===== src/rtl/seq_detect_param.sv =====
// seq_detect_param: parametrised serial pattern detector with KMP mismatch fallback
//
// Detects a PAT_LEN-bit PATTERN (MSB received first) on a 1-bit serial stream.
// Overlapping or non-overlapping detection is selected at run time.
// Optional feature macro: MATCH_COUNT_EN adds a saturating match counter.
//
// Ports:
//   clk        rising-edge clock
//   rst        synchronous active-high reset; has priority over en
//   en         bit-valid strobe; d is consumed only when en=1
//   d          serial data bit
//   overlap    1 = overlapping detection, 0 = non-overlapping (sampled at full match)
//   pd         registered one-cycle pattern-detect pulse
//   match_len  number of pattern bits currently matched
//   match_cnt  saturating count of detections (MATCH_COUNT_EN only)
module seq_detect_param #(
   parameter int                 PAT_LEN = 5,
   parameter logic [PAT_LEN-1:0] PATTERN = 5'b00101,
   parameter int                 CNT_W   = 8
) (
   input  logic                       clk,
   input  logic                       rst,
   input  logic                       en,
   input  logic                       d,
   input  logic                       overlap,
   output logic                       pd,
   output logic [$clog2(PAT_LEN)-1:0] match_len
`ifdef MATCH_COUNT_EN
   ,
   output logic [CNT_W-1:0]           match_cnt
`endif
);
   localparam int KW = $clog2(PAT_LEN);

   // pattern bit in arrival order: index 0 is the first bit received
   function automatic logic pbit(input int i);
      logic [PAT_LEN-1:0] s;
      s = PATTERN >> (PAT_LEN - 1 - i);
      return s[0];
   endfunction

   // longest proper border: prefix of PATTERN that is also a suffix
   function automatic int border();
      int   b;
      logic ok;
      b = 0;
      for (int j = 1; j < PAT_LEN; j++) begin
         ok = 1'b1;
         for (int t = 0; t < j; t++)
            if (pbit(t) != pbit(PAT_LEN - j + t)) ok = 1'b0;
         if (ok) b = j;
      end
      return b;
   endfunction

   // state after seeing pattern bits 0..k-1 followed by bit b: the longest j<=k
   // whose last j received bits equal the first j pattern bits
   function automatic int fallback(input int k, input logic b);
      int   best;
      int   idx;
      logic ok;
      logic sb;
      best = 0;
      for (int j = 1; j <= k; j++) begin
         ok = 1'b1;
         for (int t = 0; t < j; t++) begin
            idx = k + 1 - j + t;
            sb  = (idx == k) ? b : pbit(idx);
            if (sb != pbit(t)) ok = 1'b0;
         end
         if (ok) best = j;
      end
      return best;
   endfunction

   localparam int B = border();

   if (PAT_LEN < 2 || PAT_LEN > 16) begin : g_bad_len
      $error("seq_detect_param: PAT_LEN must be in 2..16");
   end
   if (CNT_W < 1) begin : g_bad_cnt
      $error("seq_detect_param: CNT_W must be at least 1");
   end

   logic [PAT_LEN-1:0] w_pat;
   logic [KW-1:0]      w_fb [PAT_LEN];
   logic [KW-1:0]      r_k;
   logic [KW-1:0]      w_nk;
   logic               r_pd;
   logic               w_exp;
   logic               w_last;
   logic               w_full;

   // elaboration-time tables: expected bit and mismatch fallback per state
   for (genvar i = 0; i < PAT_LEN; i++) begin : g_tab
      assign w_pat[i] = pbit(i);
      assign w_fb[i]  = KW'(fallback(i, !pbit(i)));
   end

   assign w_exp  = w_pat[r_k];
   assign w_last = r_k == KW'(PAT_LEN - 1);
   assign w_full = en && d == w_exp && w_last;
   assign w_nk   = !en         ? r_k :
                   d != w_exp  ? w_fb[r_k] :
                   !w_last     ? r_k + 1'b1 :
                   overlap     ? KW'(B) : '0;

   always_ff @(posedge clk) begin
      if (rst) begin
         r_k  <= '0;
         r_pd <= 1'b0;
      end else begin
         r_k  <= w_nk;
         r_pd <= w_full;
      end
   end

   assign pd        = r_pd;
   assign match_len = r_k;

`ifdef MATCH_COUNT_EN
   logic [CNT_W-1:0] r_cnt;

   always_ff @(posedge clk) begin
      if (rst) r_cnt <= '0;
      else if (w_full && !(&r_cnt)) r_cnt <= r_cnt + 1'b1;
   end

   assign match_cnt = r_cnt;
`endif
endmodule


===== config.mk =====
export PLATFORM = sky130hd
export DESIGN_NAME = seq_detect_param
export DESIGN_NICKNAME = d
export VERILOG_FILES = /design/src/rtl/seq_detect_param.sv
export SDC_FILE = /design/constraint.sdc
export NUM_CORES = 1
export LEC_CHECK = 0
export ABC_AREA = 1
export CORE_AREA = 2 2 39 41
export CTS_CLUSTER_DIAMETER = 200
export CTS_CLUSTER_SIZE = 8
export DETAILED_ROUTE_END_ITERATION = 16
export DIE_AREA = 0 0 41 43
export SKIP_LAST_GASP = 1
export SYNTH_ARGS = -nofsm -noshare
export SYNTH_HDL_FRONTEND = slang
export SYNTH_SLANG_ARGS = --single-unit

===== constraint.sdc =====
create_clock -name clk -period 1.41 [get_ports clk]
set_clock_uncertainty 0.1 [all_clocks]
set_input_delay 0.282 -clock clk [delete_from_list [all_inputs] [get_ports clk]]
set_output_delay 0.282 -clock clk [all_outputs]
set_load 0.1 [all_outputs]

==> key figures <==
Worst setup path
  • Crit start category: flip-flop
  • CP most frequent cell: nand3_1
  • Crit end category: flip-flop
  • Worst path bufs/invs: 1
  • Critical Path Max Stage Delay: ~0.37 ns
  • CP Cell Sequence: inv_4, ha_1, nor2_1, nand3_1, nand3_1, nand2_1, nand3_1, nand2_1
  • Data required, critical path: around 1.4 ns
  • Slowest-stage cell, CP: dfxtp_4
  • Crit path DAT: around 1.3 ns
  • Crit path kind: flip-flop to flip-flop
  • Top Family by Delay on Critical Path: simple AND/OR/NAND/NOR gates
  • Crit Path Max Fanout: 4

Layout
  • P&R area growth vs syn: 68.1%
  • Final instance area: 482 um2
  • Layout cells sized above 1: 0.286
  • Commonest non-fill, non-tap cell in the layout: nand2_1
  • Commonest cells after routing, fill and taps aside: nand2_1, inv_1, nor2_1
  • Ant. Diodes: 0
  • Final #Nets: 65
  • Fillers: between 100 and 150

Drt
  • Final ANT Viol Nets: 0
  • Vias: about 300
  • Via density: slightly above 4
  • WL/cell: 7.33 um
  • First DRT Iteration DRCs: 2
  • Drt total wl: ~530 um
  • DRC viols: 0
  • TritonRoute pass-1 iters: 3

Placement
  • Detailed placement HPWL: roughly 470 um
  • Placed cell area: 455 um2
  • Routability cong.: between 0.7 and 0.8
  • Setup WS pre-CTS: -0.0890 ns
  • Port Buf Inserts: 7

Die
  • Die H: between 40 and 50 um
  • Area of the core: approximately 1400 um2
  • Io pins: 9
  • FP Rows: 14
  • Die Wd: 41 um
  • Full die area: roughly 1800 um2
  • Initial core utilization: 0.207

Global routing
  • GRT Overall Usage: 0.0733
  • Initial antenna violation count: 0
  • Global-route wire length before repair: about 830 um
  • Largest net degree at the start of global routing: 6
  • Vias in the first global route: 244
  • Grt total ovfl: 0

Logic synthesis
  • Instance count of the mapped netlist: 43
  • Synth unique cells: 11
  • Synthesized cell area: ~290 um2
  • Synth Net Count: 51
  • Synthesis Warnings: 0
  • Synth Register Bits: 5
  • Sequential area share after synthesis: 0.349
  • Average size of a mapped cell: 6.66 um2

Timing
  • Final hold violation count: 0
  • Final worst path period share: 0.884
  • FMAX: between 800 and 900 MHz
  • RSZ-0062 raised after global routing: false
  • Final Setup Violations: 0
  • Relative slew margins: 0.899
  • Setup ws final: about 0.16 ns
  • Tmin final: about 1.2 ns
  • Max-slew violations: 0
  • Measured slew at the worst slew-check pin: 0.151 ns

Clocking
  • Bufs on Longest Clock Path: 2
  • CTS H-Tree Depth: 1
  • CTS Hold Bufs: 0
  • Root buffer cell: clkbuf_4
  • Post-CTS Setup Repair Bufs: 0
  • Clk sinks: 5
  • Post-CTS resize count: 0
  • Clock latency at the later pin of the worst-skew pair: 0.24 ns
  • CTS tree: done
  • Clock buffer count from CTS: 3
  • Worst-path clk slew: roughly 0.04 ns

Power and ir drop
  • Pwr Density: between 800 and 900 nW/um2
  • Peak supply drop: between 300 and 400 uV
  • Static leakage: about 0.24 nW

Outcome
  • Status: completed

Worst hold path
  • Worst Hold Class: flip-flop to flip-flop

Job
  • MaxCap Viol Count: 0
## cells by family after synthesis
| family | share of synthesized area |
|---|---|
| xor+xnor | 0.0306 |
| simple gates | 0.380 |
| compound gates | 0.0175 |
| buf+inv | 0.0917 |
| flops | 0.349 |
| fa+ha+maj | 0.131 |
## worst paths after layout
kind / start / endpoint / slack, ns / depth (start not counted)
worst min register to register: match_len[2]$_SDFFE_PP0P_ / pd$_SDFF_PP0_ / 0.45 / 2
worst max register to register: match_len[0]$_SDFFE_PP0P_ / w_exp$_SDFF_PP1_ / 0.16 / 8
worst min-delay path: match_len[2]$_SDFFE_PP0P_ / pd$_SDFF_PP0_ / 0.45 / 2
worst max-delay path: match_len[0]$_SDFFE_PP0P_ / w_exp$_SDFF_PP1_ / 0.16 / 8
## registers in the layout (all words and copies together) (netlist names)
register   flops
w_exp          1
match_len      3
pd             1
## cell usage after synthesis
library cell  instances  area [um2]
nand2_1              14        52.6
inv_1                 7        26.3
dfxtp_1               5         100
nor2_1                5        18.8
nand3_1               4        20.0
ha_1                  3        37.5
a21oi_1               1        5.00
nand2_2               1        6.26
nand4_1               1        6.26
nor3_1                1        5.00
xor2_1                1        8.76
## final cells by class
type,count,area [um2],area share
Clock buffer,4,26.3,0.0545
Inverter,7,28.8,0.0597
Multi-Input combinational cell,31,173,0.358
Sequential cell,5,109,0.226
Tap cell,16,20.0,0.0416
Timing Repair Buffer,9,125,0.260
## stage by stage
step / total power [mW] / utilization / hold slack, ns / std cells / setup TNS, ns
after floorplan: 0.230 / - / 0.241 / 43 / 0
after CTS: 0.439 / 0.348 / 0.453 / 72 / 0
final: 0.433 / 0.348 / 0.450 / 72 / 0
after global routing: 0.453 / 0.348 / 0.468 / 72 / 0
after global placement: 0.274 / 0.329 / 0.447 / 68 / -0.127
after detailed placement: 0.276 / 0.329 / 0.446 / 68 / -0.222
## per-layer routing
metal	part of all wire	vias to the layer above	wire length, um	global-route usage
met4	0.036	0	19	0.0800
li1	-	159	-	-
met3	0.027	2	14	0.0157
met1	0.46	133	242	0.0836
met5	0	-	0	0
met2	0.48	5	251	0.100
## worst register-to-register path: stages (launching register included)
cell     delay, ns
dfxtp_4       0.37
inv_4         0.05
ha_1          0.18
nor2_1        0.08
nand3_1       0.08
nand3_1       0.11
nand2_1       0.06
nand3_1       0.06
nand2_1       0.05
## power breakdown
| group | switching [mW] | internal [mW] |
|---|---|---|
| clock network | 0.0535 | 0.107 |
| logic | 0.0664 | 0.0478 |
| registers | 0.0101 | 0.148 |
| total | 0.130 | 0.303 |
Note: power is estimated with default switching activity, not from simulation.
